[config.mk]
export PLATFORM = sky130hd
export DESIGN_NAME = sign_extend
export DESIGN_NICKNAME = d
export VERILOG_FILES = /design/src/rtl/sign_extend_pkg.sv /design/src/rtl/sign_extend_imm_ext_core.sv /design/src/rtl/sign_extend.sv
export SDC_FILE = /design/constraint.sdc
export NUM_CORES = 1
export LEC_CHECK = 0
export BUFFER_PORTS_ARGS = -buffer_cell sky130_fd_sc_hd__buf_2
export CORE_MARGIN = 2
export CORE_UTILIZATION = 40
export CTS_BUF_LIST = sky130_fd_sc_hd__clkbuf_8
export DETAILED_ROUTE_END_ITERATION = 16
export GPL_TIMING_DRIVEN = 0
export PLACE_DENSITY = 0.78
export SLEW_MARGIN = 20
export SYNTH_ARGS = -nofsm -noshare
export SYNTH_HDL_FRONTEND = slang
export SYNTH_SLANG_ARGS = --single-unit
[constraint.sdc]
create_clock -name clk -period 1.8 [get_ports clk]
set_input_delay 0 -clock clk [delete_from_list [all_inputs] [get_ports clk]]
set_output_delay 0 -clock clk [all_outputs]
set_load 0.01 [all_outputs]
[src/rtl/sign_extend_pkg.sv]
// Shared definitions for the immediate-extension unit and the control unit
// that drives ext_mode.
package sign_extend_pkg;

  // Default widths of the instruction immediate and the datapath word.
  localparam int IMM_W_DEF = 16;
  localparam int OUT_W_DEF = 32;

  // ext_mode encodings. EXT_RSVD decodes exactly like EXT_SIGN.
  localparam logic [1:0] EXT_SIGN = 2'b00;
  localparam logic [1:0] EXT_ZERO = 2'b01;
  localparam logic [1:0] EXT_LUI  = 2'b10;
  localparam logic [1:0] EXT_RSVD = 2'b11;

endpackage : sign_extend_pkg

[src/rtl/sign_extend_imm_ext_core.sv]
// Purely combinational mode mux: widens the immediate by sign-extension,
// zero-extension or LUI placement in the upper bits.
module sign_extend_imm_ext_core
  import sign_extend_pkg::*;
#(
  parameter int IMM_W = IMM_W_DEF,
  parameter int OUT_W = OUT_W_DEF
) (
  input  logic [IMM_W-1:0] instr,
  input  logic [1:0]       ext_mode,
  output logic [OUT_W-1:0] ext_imm
);

  localparam int PAD_W = OUT_W - IMM_W;

  // Select the extension form; unknown/reserved encodings fall back to sign-extend.
  always_comb begin
    ext_imm = {{PAD_W{instr[IMM_W-1]}}, instr};
    case (ext_mode)
      EXT_ZERO: ext_imm = {{PAD_W{1'b0}}, instr};
      EXT_LUI:  ext_imm = {instr, {PAD_W{1'b0}}};
      default:  ext_imm = {{PAD_W{instr[IMM_W-1]}}, instr};
    endcase
  end

endmodule : sign_extend_imm_ext_core

[src/rtl/sign_extend.sv]
// Immediate-extension unit of the single-cycle datapath. signimm and
// branch_off are combinational; signimm_q/q_valid are a capture register for
// pipelined or debug consumers and are the only clocked state.
module sign_extend
  import sign_extend_pkg::*;
#(
  parameter int IMM_W = IMM_W_DEF,
  parameter int OUT_W = OUT_W_DEF
) (
  input  logic             clk,
  input  logic             reset,
  input  logic [IMM_W-1:0] instr,
  input  logic [1:0]       ext_mode,
  input  logic             load,
  output logic [OUT_W-1:0] signimm,
  output logic [OUT_W-1:0] branch_off,
  output logic [OUT_W-1:0] signimm_q,
  output logic             q_valid
);

  logic [OUT_W-1:0] signimm_d;
  logic             valid_d;
  logic             valid_q;

  sign_extend_imm_ext_core #(
    .IMM_W (IMM_W),
    .OUT_W (OUT_W)
  ) u_core (
    .instr    (instr),
    .ext_mode (ext_mode),
    .ext_imm  (signimm)
  );

  // Word-to-byte offset for the branch adder; top two bits are simply dropped.
  assign branch_off = {signimm[OUT_W-3:0], 2'b00};

  // Next-state of the capture register: take the current result on load, else hold.
  always_comb begin
    signimm_d = signimm_q;
    valid_d   = valid_q;
    if (load) begin
      signimm_d = signimm;
      valid_d   = 1'b1;
    end
  end

  // Capture register; reset wins over a simultaneous load.
  always_ff @(posedge clk) begin
    if (reset) begin
      signimm_q <= '0;
      valid_q   <= 1'b0;
    end else begin
      signimm_q <= signimm_d;
      valid_q   <= valid_d;
    end
  end

  assign q_valid = valid_q;

endmodule : sign_extend

==> metrics.txt, run 1 <==
status=finished, final reports clean; PD cells=744.9 nW/um^2; WL final=5536 um; setup TNS=0 ns; post-DP HPWL=4478 um; gpl congestion=0.8011; clock slew at reported path FFs=0.06 ns; largest net degree at the start of global routing=11; number of diodes=0; NumNets Final=368; CTS max path bufs=2; Critical Path Fanout Max=10; router iterations before antenna repair=6; Max stage delay on crit path=just under 0.3 ns; Vias/cell=4.803; worst path required time=1.80 ns; Tot GR Track Use=20.10%; startpoint class of the critical path=input port; Post-CTS Setup Bufs=0; post-synthesis cell count=224; unrepaired setup endpoints after global routing=false; Starting Density=41.68%; crit path DAT=1.38 ns; sequential area share after synthesis=between 30% and 40%; DRC viols=0; Die Ht=74.39 um; Layout Skew=0 ns; Final Max Slew Viols=0; Yosys warning total=0; dpl cells=slightly above 400; post_cts resized=0; gr ovfl total=0; worst vdd ir=330.2 uV; via count=roughly 2000; global-route wire length before repair=8342 um; synthesis-stage register bit count=33; post-synthesis cell type count=22; layout cells sized above 1=54.20%; Hold Crit Class=in2reg; cell mode on critical path=buf_2; overall die area=5534 um^2; row count=25; Placement Setup Slack=0.4104 ns; depth of the CTS H-tree=2; Final min period=1.380 ns; Synth area leader=dfxtp_1; ys async rst share=0%; vias in the first global route=1779; critical path's slowest cell=ha_1; CTS tree=done; post-synth top area share=33.33%; Die Wd=around 74 um; top cells by area, synth=dfxtp_1 (33%), buf_4 (12%), a211oi_2 (6.9%); Fmax=724.5 MHz; post-cts hold buffer count=0; Post-synth top cells=dfxtp_1 (33), buf_4 (32); Lkg Pwr=1.464 nW; Tcrit/Tclk final=76.68%; Worst-Skew Late Latency=0.28 ns; Sink Count=33; Fin. Hold Viols=0; iteration-0 DRC count of the detailed router=65; Post-synth EDFFs=0; non-filler instance count after layout=412; Syn Std Cell Area=1982 um^2; Core Box Area=roughly 4800 um^2; most common cell in the netlist=dfxtp_1; setup ws final=0.4197 ns; Pwr Total=2.027 mW; IO Port Bufs=113; IO Pins=118; antenna violations before repair=0; Root Buffer=clkbuf_8; CTS Buf Count=5; Avg Cell Area, Syn=8.848 um^2; CP cell instances=buf_2, inv_1, ha_1, buf_6, nor2_4, buf_2, nor2b_1, buf_4, buf_2; Routed WL per cell=13.44 um; CP Class=in2out; top_reg_cell synth=dfxtp_1; number of nets with antenna violations after routing=0; Worst setup EP type=output pin; Max Cap Violations=0; Final Setup Violations=0; Synth-to-Final Area Change=37.31%
where the power goes:
group	switching (mW)	total, mW	internal [mW]
logic	0.357	0.677	0.320
registers	0.0221	0.799	0.777
clock network	0.254	0.552	0.297
flip-flops by register name, summed over array words and instances, names as in the netlist:
name,cells
q_valid,1
signimm_q,32
final timing paths:
| kind | from | endpoint | slack [ns] | cells after the start |
|---|---|---|---|---|
| min reg2reg | signimm_q[31] | signimm_q[31] | 0.47 | 2 |
| max reg2reg | signimm_q[16] | signimm_q[16] | 1.12 | 2 |
| min | instr[13] | signimm_q[29] | 0.03 | 3 |
| max | ext_mode[0] | signimm[8] | 0.42 | 9 |
per-stage QoR:
step                      instance area, um^2  utilization [%]  hold WS, ns
final                                    2721            57.24      0.02665
after global routing                     2721            57.24      0.02191
after CTS                                2721            57.24      0.01679
after detailed placement                 2635            55.42       0.3223
after global placement                   2635            55.42       0.3098
after floorplan                          1986                -       0.1121
critical path, delay by kind of cell:
family / cells / cell delay, ns
AND/OR/NAND/NOR: 2 / 0.29
adder cells (fa/ha/maj): 1 / 0.29
buffers and inverters: 6 / 0.80
final cells by class:
| cell class | instances | area (um^2) |
|---|---|---|
| fillers | 463 | 2033 |
| flip-flops and latches | 33 | 660.6 |
| clock inverters | 1 | 3.754 |
| multi-input cells | 137 | 943.4 |
| inverters | 2 | 7.507 |
| repair buffers | 113 | 565.5 |
| plain buffers | 53 | 374.1 |
| clock buffers | 6 | 82.58 |
| well taps | 67 | 83.83 |
placed cells by master, fill, tap and decap left out, types with 2 or more instances in the layout:
master,count
buf_2,126
dfxtp_1,33
buf_4,32
nor2_1,17
o211ai_1,17
nand2b_1,17
a21oi_1,17
nand2_1,16
nor2b_1,16
nand3b_1,11
a211oi_2,11
clkbuf_8,6
buf_6,5
nand3b_4,4
a211oi_1,4
inv_1,3
clkbuf_1,2
ha_1,2
conb_1,2
cell families after synthesis:
family / share of synthesized area [%]
adders and majority gates: 1.262
AOI/OAI and AO/OA: 20.52
DFF: 33.33
other: 0.1892
and+or+nand+nor: 25.44
buffers and inverters: 19.25
layer usage:
layer  wire length, um  GRT usage [%]  vias up  part of all wire (%)
met3               474          5.014        7                   8.6
met2              2631          34.81       97                    48
met5                 0              0        -                     0
met1              2371          24.65      913                    43
met4                59          5.952        0                   1.1
li1                  -              -      962                     -
Note: power is estimated with default switching activity, not from simulation.
==> run 2, diff against run 1 <==
Settings changed: ABC_AREA from default to 1, PLACE_DENSITY 0.78 to 0.81.
Clock period 1.8 ns to 1.1 ns, I/O delays scaled along.
==> run 2 against run 1 <==
Against the previous run: the flow now finishes with violations (negative hold slack); synthesized area down 3.0%; clock power up 85%; cell count up 11%; register-to-register slack worse by 0.72 ns; non-clock buffer count up 6; routed wire length down 2.7%; clock skew unchanged; combinational power up 79%; setup slack worse by 0.39 ns; die area down 2.8%.
==> metrics.txt, run 2 <==
commonest non-fill, non-tap cell in the layout=buf_2; post-synthesis cell count=between 200 and 300; met1 Usage GRT=25.74%; non-filler instance count after layout=456; post-DP HPWL=4198 um; worst path required time=~1.1 ns; Post-synth top cells=nand2_1 (40), buf_4 (36), inv_1 (35); most common cell in the netlist=nand2_1; Switch Pwr=1.135 mW; Post-synth EDFFs=0; GR Util met2=between 30% and 40%; number of nets with antenna violations after routing=0; FF-to-FF End=signimm_q[3]; IO Port Bufs=between 100 and 150; DRC viols=0; Yosys warning total=0; IO Pins=between 100 and 150; iteration-0 DRC count of the detailed router=60; Worst-Skew Late Latency=roughly 0.28 ns; startpoint class of the critical path=input port; fin area=approximately 2800 um^2; Die Wd=73.34 um; CTS tree=done; Tcrit/Tclk final=around 97%; gr ovfl total=0; CTS max path bufs=2; failing checks=negative hold slack; row count=25; router iterations before antenna repair=5; switch share=a little under a third; hold path startpoint=instr[14]; depth of the CTS H-tree=2; overall die area=5378 um^2; NumNets Final=424; PD cells=about 1300 nW/um^2; max reg flops=32; Fillers=454; post-synth top area share=34.35%; sequential area share after synthesis=34.35%; critical path's slowest cell=dlygate4sd3_1; Critical Path Fanout Max=2; Synth area leader=dfxtp_1; Max stage delay on crit path=0.58 ns; top_reg_cell synth=dfxtp_1; Tot GR Track Use=20.38%; Vias/cell=4.539; Final Setup Violations=0; number of diodes=0; R2R setup slack=around 0.40 ns; number of cells on the worst hold path=3; CP Class=in2out; CP cell instances=buf_2, dlygate4sd3_1, nand2_2, inv_1, buf_4, buf_2; Int Pwr=2.413 mW; hold slack=-0.002556 ns; top cells by area, synth=dfxtp_1 (34%), buf_4 (14%), nand3_1 (8.1%); Layout Skew=0 ns; WL final=5388 um; vias in the first global route=1842; placed cell area=around 2600 um^2; Sink Count=33; Starting Density=40.99%; Seq pwr share=37.2%; setup TNS=0 ns; Avg Cell Area, Syn=7.123 um^2; Max Cap Violations=0; via count=2070; met3 Use GR=5.075%; Syn Std Cell Area=1923 um^2; clock slew at reported path FFs=0.07 ns; Most flops, register=signimm_q; gpl congestion=0.7611; Lkg Pwr=1.770 nW; Routed WL per cell=~12 um; ys async rst share=0%; unrepaired setup endpoints after global routing=true; dpl cells=438; Final min period=1.071 ns; Hold Crit Class=in2reg; worst hold endpoint=signimm_q[14]; layout cells sized above 1=52.49%; most frequent cells in the layout=buf_2 (116), buf_4 (41), nor2_1 (34); Reg2Reg Depth=2; global-route wire length before repair=8528 um; status=finished, violations left; CTS Buf Count=5; worst vdd ir=728.2 uV; Worst setup EP type=output pin; Final Max Slew Viols=0; Root Buffer=clkbuf_8; Core Box Area=4692 um^2; post-synthesis cell type count=19; Fmax=933.4 MHz; Fin. Hold Viols=4; cell mode on critical path=buf_2; Synth-to-Final Area Change=46.91%; GR peak layer=met2; combinational fraction of design power=34.2%; Worst R2R Start=signimm_q[3]; synthesis-stage register bit count=33; Die Ht=between 70 and 80 um; crit path DAT=1.07 ns; largest net degree at the start of global routing=11; clock share of power=28.6%; antenna violations before repair=0
==> run 2: how the worst max path moves through the flow <==
stage,cells after the start,slack (ns),to,start
floorplan,8,0.15,signimm[0],ext_mode[0]
global placement,10,-0.11,signimm[2],ext_mode[0]
detailed placement,10,-0.15,signimm[2],ext_mode[0]
CTS,6,0.004,signimm[28],instr[12]
global route,10,-0.0002,signimm[4],ext_mode[0]
finish,6,0.03,signimm[9],instr[9]
==> run 2: through the flow <==
step                power (mW)  utilization, %  setup slack (ns)
floorplan                2.069               -            0.1454
global placement         2.461           54.56           -0.1062
detailed placement       2.484           54.56           -0.1477
CTS                      3.562           59.95          0.004020
global route             3.751           60.21        -0.0002308
finish                   3.548           60.21           0.02864
==> run 2: layer usage <==
metal | routed length, um | share of wire (%)
met5 | 0 | 0
met3 | 332 | 6.2
met1 | 2423 | 45
met4 | 42 | 0.78
met2 | 2589 | 48
==> run 2: cell families after synthesis <==
kind of cell | count (synthesis) | synth area share [%]
buffers and inverters | 86 | 27.52
and+or+nand+nor | 116 | 26.35
AOI/OAI and AO/OA | 32 | 10.28
adders and majority gates | 2 | 1.301
DFF | 33 | 34.35
other | 1 | 0.1950
==> run 2: power by group through the flow <==
| stage | logic [mW] | clock network (mW) | registers (mW) |
|---|---|---|---|
| CTS | 1.21 | 1.04 | 1.32 |
| global placement | 1.12 | 0 | 1.34 |
| global route | 1.33 | 1.09 | 1.33 |
| detailed placement | 1.14 | 0 | 1.35 |
| finish | 1.21 | 1.02 | 1.32 |
| floorplan | 0.679 | 0 | 1.39 |
==> run 2: cell type report <==
| cell class | instances | area (um^2) | share of cell area, % |
|---|---|---|---|
| clock buffer | 7 | 96.34 | 3.410 |
| timing repair buffer | 123 | 660.6 | 23.38 |
| multi-input combinational | 152 | 794.5 | 28.12 |
| inverter | 37 | 143.9 | 5.093 |
| tap | 54 | 67.56 | 2.391 |
| clock inverter | 1 | 5.005 | 0.1771 |
| sequential | 33 | 660.6 | 23.38 |
| buffer | 49 | 396.6 | 14.04 |
==> run 2: timing repair <==
item                                    CTS  global route
buffers inserted                          4             0
resized for setup                         8            12
endpoints found under the hold margin     9             0
endpoints found under the setup margin   39            24
pin swaps                                 1             1
hold buffers                              9             0
==> run 2: critical path: cells and delay by family <==
family / cells / cell delay, ns
buffers and inverters: 5 / 0.99
and+or+nand+nor: 1 / 0.09
==> run 3, diff against run 2 <==
Clock period 1.1 ns to 0.9 ns, I/O delays scaled along.
==> run 3 against run 2 <==
Against the previous run: cell area increased by 23%; the run ends with negative setup slack left; flip-flop and latch count unchanged; register-to-register slack got worse by 0.23 ns; clock power increased by 41%; global-route usage increased by 2.7 points; setup slack got worse by 0.16 ns; power increased by 43%; routed wire length increased by 28%; non-clock buffer count increased by 13.
==> metrics.txt, run 3 (synthesis results as in run 2) <==
status=finished, violations left; failing checks=negative setup slack; Synth-to-Final Area Change=80.22%; CP Class=in2out; Routed WL per cell=around 15 um; WL final=6920 um; max reg flops=32; CTS max path bufs=2; fin area=3466 um^2; dpl cells=438; Die Wd=73.34 um; fin util=73.87%; layout cells sized above 1=62.41%; Fmax=971.5 MHz; most frequent cells in the layout=buf_2 (90), buf_4 (46), buf_6 (40); CTS Buf Count=5; cell mode on critical path=buf_8; Worst R2R Start=signimm_q[27]; switch share=32.02%; router iterations before antenna repair=4; PD cells=1469 nW/um^2; DRC viols=0; combinational fraction of design power=39.9%; Vias/cell=between 4 and 5; Pwr Total=roughly 5.1 mW; largest net degree at the start of global routing=11; crit path DAT=1.03 ns; NumNets Final=437; IO Pins=118; placed cell area=between 2000 and 3000 um^2; Layout Skew=0 ns; Worst-Skew Late Latency=approximately 0.28 ns; Tcrit/Tclk final=114.4%; commonest non-fill, non-tap cell in the layout=buf_2; hold path startpoint=reset; Final Max Slew Viols=0; Worst setup EP type=output pin; IO Port Bufs=113; antenna violations before repair=0; post-cts hold buffer count=0; depth of the CTS H-tree=2; vias in the first global route=2043; critical path's slowest cell=ha_4; clock slew at reported path FFs=0.07 ns; number of diodes=0; worst path required time=0.90 ns; row count=25; Buf/Inv on CP=5; gpl congestion=0.8515; Seq pwr share=31.8%; Fin. Hold Viols=0; gr ovfl total=0; Root Buffer=clkbuf_8; Critical Path Fanout Max=5; Switch Pwr=1.630 mW; Most flops, register=signimm_q; Int Pwr=around 3.5 mW; iteration-0 DRC count of the detailed router=149; CP cell instances=buf_8, ha_4, inv_6, buf_8, nand3_2, nand2_2, buf_4, buf_2; Lkg Pwr=1.934 nW; non-filler instance count after layout=roughly 470; setup TNS=-2.998 ns; global-route wire length before repair=9480 um; number of nets with antenna violations after routing=0; Top delay family on crit path=buffers and inverters; overall die area=around 5400 um^2; Core Box Area=roughly 4700 um^2; unrepaired setup endpoints after global routing=true; Placement Setup Slack=-0.2418 ns; clock share of power=between 20 and 30%; Final min period=1.029 ns; Final Setup Violations=46; Max Cap Violations=0; via count=2255; CTS tree=done; Tot GR Track Use=23.11%; post-DP HPWL=4271 um; Sink Count=33; startpoint class of the critical path=input port; Starting Density=40.99%; Max stage delay on crit path=about 0.25 ns; Critical Path Start=ext_mode[1]; hold slack=0.02487 ns; Hold Crit Class=in2reg; setup ws final=-0.1293 ns; Die Ht=roughly 73 um; worst vdd ir=943.3 uV
-- run 3: changes by cell type in the layout (fill, tap and decap cells not counted), moves of 3 or more --
cell	previous run	this run
buf_2	116	90
buf_6	7	40
nand2_2	17	13
nand3_2	4	7
nand2_4	2	6
inv_1	33	23
dlygate4sd3_1	7	0
inv_4	2	10
nand3_1	27	16
nand2_8	0	7
nand3_4	0	8
buf_8	0	6
nand2_1	32	25
buf_4	41	46
-- run 3: worst paths after layout --
| path | to | slack, ns | cells after the start |
|---|---|---|---|
| setup / recovery | signimm[25] | -0.13 | 8 |
| setup reg to reg | signimm_q[27] | 0.17 | 4 |
| hold / removal | signimm_q[18] | 0.02 | 4 |
| hold reg to reg | signimm_q[10] | 0.50 | 2 |
-- run 3: final cells by class --
type	count	area (um^2)
buffer	48	454.2
inverter	37	173.9
clock buffer	6	82.58
clock inverter	2	33.78
multi-input combinational	152	1044
sequential	33	660.6
tap	54	67.56
fill	342	1226
timing repair buffer	137	949.7
-- run 3: power groups by stage --
stage,clock network [mW],registers (mW),logic (mW)
6_report,1.44,1.62,2.03
5_1_grt,1.53,1.63,2.16
4_1_cts,1.45,1.62,1.80
3_5_place_dp,0,1.65,1.40
3_3_place_gp,0,1.64,1.38
2_1_floorplan,0,1.70,0.844
-- run 3: tightest hold or removal path, delay by kind of cell --
kind	cells	cell delay [ns]
buffers and inverters	2	0.15
AND/OR/NAND/NOR	2	0.11
-- run 3: what timing repair did --
item                                    CTS  global route
gates cloned                              1             0
pin swaps                                10             5
hold endpoints to repair                  0             0
endpoints found under the setup margin   60            59
setup buffers                            11            12
resized for setup                        94            32
-- run 3: per-layer routing --
metal  GRT usage [%]  part of all wire [%]  vias to the layer above
li1                -                     -                     1090
met1           26.72                    39                     1044
met2           41.34                    53                      109
met3           5.487                   6.0                       12
met4           8.283                   1.8                        0
met5               0                     0                        -
